===== src/rtl/paddle_ctrl.sv =====
// paddle_ctrl: synchronised, debounced two-speed paddle mover producing p_y for the ball and pixel blocks.
// Define PADDLE_AI_EN to add ball_y/auto_mode so the paddle can track the ball without the buttons.
module paddle_ctrl #(
    parameter int TICK_COUNT  = 500000,
    parameter int DB_TICKS    = 4,
    parameter int ACCEL_TICKS = 32,
    parameter int HEIGHT_P    = 72,
    parameter int BOTTOM_W    = 479,
    parameter int RESET_Y     = 204
) (
    input  logic       clk,
    input  logic       reset,
    input  logic       btn_up,
    input  logic       btn_down,
    input  logic       recenter,
`ifdef PADDLE_AI_EN
    input  logic [9:0] ball_y,
    input  logic       auto_mode,
`endif
    output logic [9:0] p_y,
    output logic       moving
);
    localparam int TW = (TICK_COUNT > 1) ? $clog2(TICK_COUNT) : 1;
    localparam int DW = $clog2(DB_TICKS + 1);
    localparam int SW = $clog2(ACCEL_TICKS + 1);
    localparam int NB = 2;
    localparam logic signed [10:0] MAX_S = 11'(BOTTOM_W - HEIGHT_P);

    typedef enum logic [2:0] {IDLE, SLOW_UP, FAST_UP, SLOW_DN, FAST_DN} state_t;

    logic [TW-1:0] tick_cnt;
    logic          tick;
    assign tick = (tick_cnt == TW'(TICK_COUNT - 1));

    always_ff @(posedge clk or negedge reset)
        if (!reset)    tick_cnt <= '0;
        else if (tick) tick_cnt <= '0;
        else           tick_cnt <= tick_cnt + TW'(1);

    // lane 0 = up, lane 1 = down; the raw pins reach nothing but the first sync flop
    logic [NB-1:0] btn_raw, db_level;
    assign btn_raw = {btn_down, btn_up};

    genvar g;
    generate
        for (g = 0; g < NB; g++) begin : g_btn
            logic [1:0]    sync;
            logic [DW-1:0] db_cnt;
            logic          lvl;
            always_ff @(posedge clk or negedge reset)
                if (!reset) begin
                    sync   <= '0;
                    db_cnt <= '0;
                    lvl    <= 1'b0;
                end else begin
                    sync <= {sync[0], btn_raw[g]};
                    if (tick) begin
                        if (sync[1] != lvl) begin
                            if (db_cnt == DW'(DB_TICKS - 1)) begin
                                lvl    <= ~lvl;
                                db_cnt <= '0;
                            end else
                                db_cnt <= db_cnt + DW'(1);
                        end else
                            db_cnt <= '0;
                    end
                end
            assign db_level[g] = lvl;
        end
    endgenerate

    logic want_up, want_dn;
`ifdef PADDLE_AI_EN
    logic [11:0] ball_c, pad_c;
    assign ball_c = {2'b00, ball_y} + 12'd4;
    assign pad_c  = {2'b00, p_y} + 12'(HEIGHT_P / 2);
    always_comb begin
        want_up = db_level[0] & ~db_level[1];
        want_dn = db_level[1] & ~db_level[0];
        if (auto_mode) begin
            want_up = (ball_c + 12'd4) < pad_c;
            want_dn = ball_c > (pad_c + 12'd4);
        end
    end
`else
    assign want_up = db_level[0] & ~db_level[1];
    assign want_dn = db_level[1] & ~db_level[0];
`endif

    state_t        state, state_nx;
    logic [SW-1:0] step, step_nx;

    always_ff @(posedge clk or negedge reset)
        if (!reset) begin
            state <= IDLE;
            step  <= '0;
        end else if (recenter) begin
            state <= IDLE;
            step  <= '0;
        end else if (tick) begin
            state <= state_nx;
            step  <= step_nx;
        end

    // SLOW_x means the next step in x is 1 px; entering a direction counts as the first slow step
    always_comb begin
        state_nx = IDLE;
        step_nx  = '0;
        if (want_up) begin
            if (state == FAST_UP) begin
                state_nx = FAST_UP;
                step_nx  = step;
            end else begin
                step_nx  = (state == SLOW_UP) ? step + SW'(1) : SW'(1);
                state_nx = (step_nx >= SW'(ACCEL_TICKS)) ? FAST_UP : SLOW_UP;
            end
        end else if (want_dn) begin
            if (state == FAST_DN) begin
                state_nx = FAST_DN;
                step_nx  = step;
            end else begin
                step_nx  = (state == SLOW_DN) ? step + SW'(1) : SW'(1);
                state_nx = (step_nx >= SW'(ACCEL_TICKS)) ? FAST_DN : SLOW_DN;
            end
        end
    end

    logic signed [10:0] delta, py_sum;
    logic [9:0]         py_nx;

    always_comb begin
        delta = '0;
        if (want_up)      delta = (state == FAST_UP) ? -11'sd2 : -11'sd1;
        else if (want_dn) delta = (state == FAST_DN) ?  11'sd2 :  11'sd1;
        py_sum = $signed({1'b0, p_y}) + delta;
        if (py_sum < 0)          py_nx = '0;
        else if (py_sum > MAX_S) py_nx = MAX_S[9:0];
        else                     py_nx = py_sum[9:0];
    end

    always_ff @(posedge clk or negedge reset)
        if (!reset) begin
            p_y    <= 10'(RESET_Y);
            moving <= 1'b0;
        end else if (recenter) begin
            p_y    <= 10'(RESET_Y);
            moving <= 1'b0;
        end else if (tick) begin
            p_y    <= py_nx;
            moving <= (py_nx != p_y);
        end
endmodule


===== config.mk =====
export PLATFORM = sky130hd
export DESIGN_NAME = paddle_ctrl
export DESIGN_NICKNAME = d
export VERILOG_FILES = /design/src/rtl/paddle_ctrl.sv
export SDC_FILE = /design/constraint.sdc
export NUM_CORES = 1
export LEC_CHECK = 0
export BUFFER_PORTS_ARGS = -buffer_cell sky130_fd_sc_hd__buf_2
export CAP_MARGIN = 20
export CORE_ASPECT_RATIO = 0.75
export CORE_MARGIN = 5
export CORE_UTILIZATION = 35
export CTS_CLUSTER_DIAMETER = 50
export CTS_CLUSTER_SIZE = 14
export DETAILED_ROUTE_END_ITERATION = 16
export PLACE_DENSITY_LB_ADDON = 0.05
export SETUP_SLACK_MARGIN = 0.05
export SYNTH_ARGS = -nofsm -noshare
export SYNTH_HDL_FRONTEND = slang
export SYNTH_SLANG_ARGS = --single-unit

===== constraint.sdc =====
create_clock -name clk -period 5.2 [get_ports clk]
set_clock_uncertainty 0.15 [all_clocks]
set_input_delay 0.52 -clock clk [delete_from_list [all_inputs] [get_ports clk]]
set_output_delay 0.52 -clock clk [all_outputs]
set_load 0.01 [all_outputs]

==> results.md, run 1 <==
Timing:
- The total count of max-transition violations in the final report is 0.
- The number of failing setup endpoints in the final timing report is 0.
- The shortest period the worst path allows is 4440 ps.
- Setup repair after global routing left no endpoint under its margin.
- For the pin with the worst max-slew slack, the measured transition is around 660 ps.
- The worst pin sits at a relative slew slack of 0.563.
- In the finished design, the share of the clock period the worst path needs comes to 0.855.
- On the final layout, the worst hold slack is roughly 180 ps.
- The achievable clock frequency is between 200 and 250 MHz.
- The worst setup margin is between 700 and 800 ps.
- Adding up every negative setup slack in the final design gives 0 ps.
- The count of endpoints failing hold in the final timing report came to 0.

Clock tree:
- The maximum buffer depth of the clock tree is 2.
- TritonCTS built the clock tree.
- The count of buffers added by post-CTS timing repair for setup is 0.
- The number of sinks handled by clock tree synthesis is 51.
- In this run the number of H-tree levels came out at 2.
- For this design, the CTS-stage hold fixing added 0 buffers.
- The number of buffers created by CTS is 5.
- The clock root buffer is clkbuf_16.
- For the worst-skew pair, the clock arrives at the later sink with an insertion delay of 290 ps.
- The number of gates given a new drive strength after cts is 0.
- Clock-pin slew was measured on the worst setup and hold paths at about 70 ps.

Route:
- The first routing iteration left between 200 and 250 violations.
- The total detailed-routing wirelength is roughly 8 mm.
- In this run the remaining antenna-violating nets after routing total 0.
- The detailed-routing iteration count for the pre-antenna-repair pass is 4.
- The mean number of vias per cell is 5.49.
- The routed layout has approximately 2800 vias.
- The average wire per standard cell is between 15 and 20 microns.
- In the routed design, unresolved DRC markers number 0.

Power and ir drop:
- The share of total power dissipated in the clock network is 0.447.
- IR analysis of the VDD net gives a maximum drop of 0.106 mV.
- The logic gate share of total power is 0.020.
- The switching power share of the total is 0.222.
- The analysis attributes to net switching a power of around 170 uW.
- The post-route total power is 748 uW.
- The share of power burned in registers is 0.533.
- Internal power comes to a little under 600 uW.
- The cell area power density is ~200 mW/mm^2.
- The leakage power figure is between 1.5 and 2 nW.

Global routing:
- The pin count of the biggest net entering global routing is between 50 and 60.
- The number of global-route vias before repair was around 2600.
- In the global route stage, overall resource usage came out at 0.147.
- Global routing finished with a remaining overflow of 0.
- The number of antenna violations at the first check in global routing is 0.
- The wire length of the first global-routing pass is roughly 14 mm.

Floorplanning:
- During I/O placement, the number of pins put on the boundary was 16.
- The overall die width is between 100 and 150 microns.
- The overall die area is 0.0118 sq mm.
- The initialized floorplan defines 31 standard-cell rows.
- The core box area is ~0.0096 sq mm.
- The starting utilization of the core area is 0.356.
- The die is around 95 microns tall.

Synth:
- Counting flops with an async set or reset pin after synthesis yields a share of 1.00.
- Ranked by instance count, the synthesized netlist is headed by 47 x dfrtp_1, 31 x nor2_1, 29 x nand2_1.
- Of the total synthesized cell area, the portion taken by full adders, half adders and majority gates is 0.0572.
- The count of yosys warnings during synthesis is 0.
- dfrtp_1 is the most common cell in the netlist.
- In this run the cell area of the synthesized design comes to about 0.0034 sq mm.
- The compound-gate portion of the synthesized area is 0.217.
- In this run the mean area of a mapped cell was 9.14 sq um.
- Summed over all instances, the cell type with the most area after synthesis is dfrtp_1.
- The number of different library cells used by synthesis comes to 70.
- The multiplexer share of the synthesized area is 0.0132.
- Ranked by total cell area, the synthesized netlist is headed by dfrtp_1 34%, ha_1 5.1%, a21oi_1 3.5%.
- Counting flops with a built-in enable in the synthesized netlist gives 0.
- The dominant synthesized flop cell is dfrtp_1.
- The parity-gate share of the synthesized area counting xor and xnor cells is 0.0617.
- The synthesized netlist net count is between 300 and 400.
- The cell count after synthesis is 373.
- The number of synthesized register bits is just over 50.
- The top-area cell type share of the netlist area is 0.345.
- Of the total synthesized cell area, the portion taken by AND, OR, NAND and NOR gates is 0.232.
- The largest family of logic cells by synthesized area is simple AND/OR/NAND/NOR gates.
- For this run, the register share of the synthesized area comes to 0.376.

Final layout:
- Of the cells placed in the final design, the portion with a size suffix greater than 1 is 0.126.
- After the flow finishes, the layout carries non-filler instances totaling about 500.
- Counting the fill cells in the layout gives about 1000.
- At the end of the flow the core is filled with cells to 0.388.
- The layout overhead on the synthesized area is 9.10%.
- With fillers left out, the area of the finished cells amounts to 0.00372 sq mm.
- The antenna diode count is 0.
- The post-layout net count is 400.

Placement:
- Summed over all nets, the half-perimeter wirelength after detailed placement is 5.99 mm.
- At the placement stage, the worst setup path has a slack of a little under 900 ps.
- The final RePlAce weighted congestion is about 0.86.
- The total cell area at the placement stage is roughly 0.0036 sq mm.
- The cell count after placement is 505.
- Port buffering added 15 buffers.

Critical path:
- The critical path data required time is 5210 ps.
- The internal reg-to-reg setup slack is approximately 760 ps.
- The startpoint of the worst register-to-register path is state[1].
- STA classifies the critical path startpoint as a flip-flop.
- Tracing the worst setup path back leads to its startpoint at state[1].
- The critical path goes through inv_1 -> or3_1 -> a21oi_1 -> nor2_1 -> ha_1 -> fa_1 -> a211o_1 -> nand4_1 -> nor3b_1 -> o211ai_2 -> a311oi_1 -> o221ai_1 -> nor4_2 -> o22ai_1.
- The cell family contributing the most delay on the critical path is compound AO/OA/AOI/OAI gates.
- Data on the critical path arrives at its endpoint at around 4500 ps.
- The classification of the worst setup path is flip-flop to flip-flop.
- The sort of element at the end of the critical path is a flip-flop.
- Along the worst path, the maximum fanout reaches 8.
- The maximum cell stage delay along the critical path is 550 ps.
- On the critical path, the stage with the largest delay is an instance of nor3b_1.
- Counting both buffers and inverters, the worst setup path holds a total of 1.

Min path:
- The worst hold path belongs to the class input pin to async pin.

Run status:
- The flow ran to the end, and the final reports show no timing, DRC or antenna violations.

Flow run:
- The max-cap violation count is 0.
[cell usage in the layout (no fill, tap or decap), drive strengths merged, types with 5 or more instances in the layout]
| cell type | Yosys | layout |
|---|---|---|
| a21oi | 24 | 24 |
| nand3 | 19 | 19 |
| inv | 11 | 12 |
| and3 | 10 | 10 |
| nor2 | 31 | 31 |
| ha | 14 | 14 |
| and2 | 6 | 6 |
| o21ai | 15 | 15 |
| o22ai | 6 | 6 |
| clkbuf | 9 | 5 |
| a211oi | 9 | 9 |
| or3 | 9 | 9 |
| xnor2 | 12 | 12 |
| nand4 | 6 | 6 |
| nor3 | 12 | 12 |
| nand2 | 29 | 29 |
| buf | 9 | 18 |
| a21o | 6 | 6 |
| xor2 | 12 | 12 |
| a31oi | 6 | 6 |
| dfrtp | 47 | 47 |
[routing by layer]
metal / GRT usage / wire length, microns / vias to the layer above
met5: 0 / 0 / -
met4: 0.0219 / 16 / 0
li1: - / - / 1400
met3: 0.0403 / 465 / 2
met1: 0.234 / 4380 / 1354
met2: 0.199 / 3280 / 59
[power by group through the flow]
stage | sequential [mW] | combinational (mW) | clock (mW)
6_report | 0.399 | 0.0149 | 0.334
5_1_grt | 0.399 | 0.0177 | 0.370
4_1_cts | 0.399 | 0.0160 | 0.350
3_5_place_dp | 0.406 | 0.0160 | 0
3_3_place_gp | 0.406 | 0.0162 | 0
2_1_floorplan | 0.406 | 0.00361 | 0
[state kept, by name, summed over array words and instances (netlist names)]
signal,count
g_btn.db_cnt,6
g_btn.lvl,2
g_btn.sync,4
moving,1
p_y,10
state,3
step,6
tick_cnt,19
[path summary, 6_finish.rpt]
path / end / cells after the start
min in group clk: g_btn[1].sync[0] / 1
hold reg to reg: g_btn[1].sync[1] / 0
setup / recovery: moving / 14
hold / removal: step[2] / 2
max in group asynchronous: p_y[5] / 2
setup reg to reg: moving / 14
[worst register-to-register path, stage by stage (launching register included)]
cell	delay [ps]
dfrtp_1	460
inv_1	170
or3_1	400
a21oi_1	150
nor2_1	60
ha_1	200
fa_1	440
a211o_1	340
nand4_1	100
nor3b_1	550
o211ai_2	300
a311oi_1	430
o221ai_1	210
nor4_2	240
o22ai_1	120
[logic make-up after synthesis]
family	after synthesis
buf+inv	29
xor+xnor	24
mux	4
simple gates	148
fa+ha+maj	15
flops	51
compound gates	102
[layout make-up]
cell class	count	area [sq um]	share of cell area
repair buffers	18	97.6	0.0262
flip-flops and latches	51	1280	0.344
clock inverters	3	23.8	0.00639
well taps	132	165	0.0444
clock buffers	5	125	0.0336
multi-input cells	293	1990	0.534
inverters	11	41.3	0.0111
(Power assumes the default switching activity.)
==> run 2: changes to the inputs <==
ABC_AREA = 1   (was default)
SLEW_MARGIN = 20   (was default)
==> run 2 against run 1 <==
Critical path depth is 8 higher. Area after synthesis is 2.1% higher. Non-clock buffer count is 2 lower. Via count is 6.5% higher. Clock-buffer cell count stayed put. Highest routed layer unchanged.
==> results.md, run 2 <==
Run status:
- The run finished with clean final reports.

Route:
- The first TritonRoute pass finished after 4 iterations.
- The iteration-0 DRC count of the detailed router is roughly 150.
- Once detail routing completed, the nets flagged for antenna violations numbered 0.
- The total detailed-routing wirelength is 8.14 mm.
- Dividing the detail-routed wire length by the instance count gives 13.0 microns.
- Using the TritonRoute via totals, the vias-per-cell ratio works out to about 4.8.
- Summing over every cut layer, the via total after detailed routing is ~3000.
- In the routed design, unresolved DRC markers number 0.

Power and ir drop:
- The share of total power dissipated in the clock network is 0.444.
- Of the total power, registers draw 0.534.
- The power spent charging and discharging nets is 165 uW.
- The leakage power figure is roughly 2 nW.
- VDD sags by at most ~0.10 mV.
- The share of total power dissipated in combinational logic is 0.021.
- The internal power consumption is between 500 and 600 uW.
- The switching power share of the total is 0.221.
- The cell area power density is about 190 mW/mm^2.

Placement:
- At the end of routability-driven placement, the weighted congestion stood at roughly 0.77.
- The number of buffers inserted by port buffering is 15.
- The cell count after placement is between 600 and 700.
- Detailed placement ended at an HPWL of between 6 and 7 mm.
- Prior to clock tree synthesis, the placed netlist has a worst setup slack of between 1000 and 1500 ps.

Timing:
- The worst path in the final design needs a cycle of ~3700 ps, including I/O delays and setup.
- The count of endpoints failing hold in the final timing report came to 0.
- The number of failing setup endpoints in the final timing report is 0.
- The achievable clock frequency is ~270 MHz.
- Setup slack on the critical path of the routed design comes to approximately 1500 ps.
- Setup repair after global routing left no endpoint under its margin.
- Adding up every negative setup slack in the final design gives 0 ps.
- The total count of max-transition violations in the final report is 0.
- The ratio of final minimum period to clock period is 0.715.
- The actual transition at the worst max-transition pin is 658 ps.
- The worst slew margin relative to its limit is 0.561.

Final layout:
- 0 antenna diodes ended up in the layout.
- The layout overhead on the synthesized area is 11.2%.
- In the final layout, the share of cells above drive strength 1 is 0.158.
- The largest registers in the layout are tick_cnt x19, p_y x10.
- Leaving out fill and tap cells, the most frequent cell in the layout is nand2_1.
- The final instance count without filler cells is between 600 and 700.
- At the end of the flow the core is filled with cells to 0.399.
- After filler insertion, the fill cell instance count of the layout stands at 1036.
- The top cell types in the final layout, fill and taps aside, are 121 x nand2_1, 77 x inv_1, 47 x dfrtp_1.
- At the end of the flow, the number of nets in the layout was roughly 510.
- The register with the most flip-flops in the layout has 19 of them.
- More flip-flops sit in one register than any other, and that register is tick_cnt.

Clock tree:
- The maximum buffer depth of the clock tree is 2.
- The clock latency on the worst-skew pair is 290 ps.
- The H-tree depth reported by CTS is 2.
- The number of clock buffers added by TritonCTS is 5.
- TritonCTS built the clock tree.
- After clock tree synthesis, the clock-pin slew on the worst setup and hold paths is 70 ps.
- The clock root buffer is clkbuf_16.
- In this run the post-CTS setup repair buffer count came out at 0.
- Post-CTS repair changed the size of 0 cells.
- The hold buffer count at cts is 0.
- The clock drives roughly 50 sinks.

Floorplanning:
- The region available for standard cell placement spans between 0.009 and 0.01 sq mm.
- 16 I/O pins were placed.
- Measured along the x axis, the die boundary spans 125 microns.
- In this run the vertical extent of the chip is just under 100 microns.
- The number of rows created at floorplan is 31.
- The overall die area is between 0.01 and 0.015 sq mm.
- The initial utilization of the core area, before any placement, comes to 0.359.

Synth:
- The dominant synthesized flop cell is dfrtp_1.
- In the post-synthesis netlist, the biggest area contributors are dfrtp_1 34%, nand2_1 13%, inv_1 8.3%.
- The synthesized netlist net count is around 500.
- In the post-synthesis netlist, the cell with the most instances is nand2_1.
- The cell count after synthesis is around 470.
- In this run, synthesis inferred 0 flip-flops with an integrated enable.
- The fraction of registers with async set or reset after synthesis is 1.00.
- The count of cell types in the netlist is 42.
- Synthesis inferred about 50 register bits.
- For this run, the number of Yosys warnings is 0.
- The commonest cells after synthesis are 121 x nand2_1, 77 x inv_1, 47 x dfrtp_1.
- The post-synth design cell area is 0.00348 sq mm.
- The post-synthesis sequential area ratio is 0.368.
- Of the post-synthesis cell area, the dominant cell type holds 0.338.
- Averaged over all synthesized cells, the footprint is 7.39 sq um.
- The cell type contributing the most total cell area after synthesis is dfrtp_1.

Global routing:
- The first global-routing pass estimated 13.4 mm of wire.
- The pin count of the biggest net entering global routing is 52.
- The number of global-route vias before repair is approximately 2600.
- Summed over all layers, the global routing overflow is 0.
- The number of antenna violations at the first check in global routing is 0.
- In the global route stage, overall resource usage came out at 0.139.

Critical path:
- The signal on the critical path passes through nor2_4 -> inv_1 -> o22ai_1 -> ha_1 -> fa_1 -> nand2_1 -> nand2_1 -> nand3_1 -> nand2_1 -> nand2_2 -> nand2_4 -> nor2_8 -> nand2_8 -> nand4_1 -> nand2_1 -> nand2_1 -> nor2_1 -> nand2_1 -> nor2_1 -> nand2_1 -> nand2_1 -> nand2_1.
- By startpoint and endpoint, the worst setup path is classified as flip-flop to flip-flop.
- The startpoint of the worst register-to-register path is g_btn[1].lvl.
- Among cell families on the critical path, the largest total delay comes from simple AND/OR/NAND/NOR gates.
- The total buffers and inverters traversed by the critical path is 1.
- The sort of element at the end of the critical path is a flip-flop.
- The most critical setup path has its startpoint at g_btn[1].lvl.
- The worst-path cell with the longest stage delay is dfrtp_1.
- Data on the critical path is required at its endpoint by ~5200 ps.
- Counting stages on the worst path, the most repeated cell is nand2_1.
- The maximum cell stage delay along the critical path is ~430 ps.
- The arrival time of data at the critical path endpoint is 3750 ps.
- The startpoint type of the worst setup path is a flip-flop.
- The biggest fanout along the worst timing path is 14.

Flow run:
- The max-cap violation count is 0.

Min path:
- The type of the worst min-delay path is input pin to async pin.
run 2: cell types whose count changed in the layout (fill, tap and decap cells not counted), sizes merged, moves of 7 or more:
cell / delta
nor2: +12
a211oi: -8
o21ai: +12
nand2: +103
xnor2: -10
or3: -9
nand3: +12
nand4: +7
inv: +77
and3: -10
run 2: layer usage:
| layer | GRT usage | up-vias | part of all wire |
|---|---|---|---|
| li1 | - | 1565 | - |
| met1 | 0.215 | 1385 | 0.57 |
| met2 | 0.190 | 41 | 0.38 |
| met3 | 0.0338 | 7 | 0.040 |
| met4 | 0.0352 | 0 | 0.0091 |
| met5 | 0 | - | 0 |
run 2: final cells by class:
| type | count | area, sq um | area share |
|---|---|---|---|
| Clock inverter | 3 | 23.8 | 0.00614 |
| Tap cell | 132 | 165 | 0.0427 |
| Clock buffer | 5 | 125 | 0.0323 |
| Sequential cell | 51 | 1280 | 0.331 |
| Timing Repair Buffer | 16 | 82.6 | 0.0213 |
| Multi-Input combinational cell | 329 | 1850 | 0.479 |
| Inverter | 90 | 339 | 0.0876 |
run 2: metrics by stage:
stage               area [sq um]  hold slack (ps)  power (mW)
detailed placement          3720              191       0.424
global route                3870              162       0.786
global placement            3720              183       0.424
CTS                         3870              169       0.764
floorplan                   3480             74.4       0.411
finish                      3870              166       0.746
run 2: worst reg2reg max path: cells and delay by family, from the launching register on:
family / cells / cell delay, ps
compound gates: 1 / 180
fa+ha+maj: 2 / 540
flops: 1 / 430
buf+inv: 1 / 220
simple gates: 18 / 2080
run 2: power groups by stage:
| stage | Combinational (mW) | Sequential [mW] | Clock (mW) |
|---|---|---|---|
| after floorplan | 0.00430 | 0.406 | 0 |
| after global placement | 0.0173 | 0.407 | 0 |
| after detailed placement | 0.0171 | 0.407 | 0 |
| after CTS | 0.0171 | 0.399 | 0.348 |
| after global routing | 0.0186 | 0.399 | 0.368 |
| final | 0.0160 | 0.399 | 0.331 |
run 2: worst paths after layout:
kind,cells after the start,slack [ps],end
worst max-delay path,22,1480,moving
worst min-delay path,2,170,p_y[4]
worst max register to register,22,1480,moving
worst min register to register,0,200,g_btn[1].sync[1]
max in group asynchronous,2,4270,p_y[9]
min in group clk,1,180,g_btn[1].sync[0]
run 2: logic make-up after synthesis:
group / count (synthesis) / synth area share
AOI/OAI and AO/OA: 63 / 0.101
xor gates and xnor gates: 8 / 0.0201
adders and majority gates: 15 / 0.0561
DFF: 51 / 0.368
and+or+nand+nor: 243 / 0.355
buffers and inverters: 91 / 0.0996
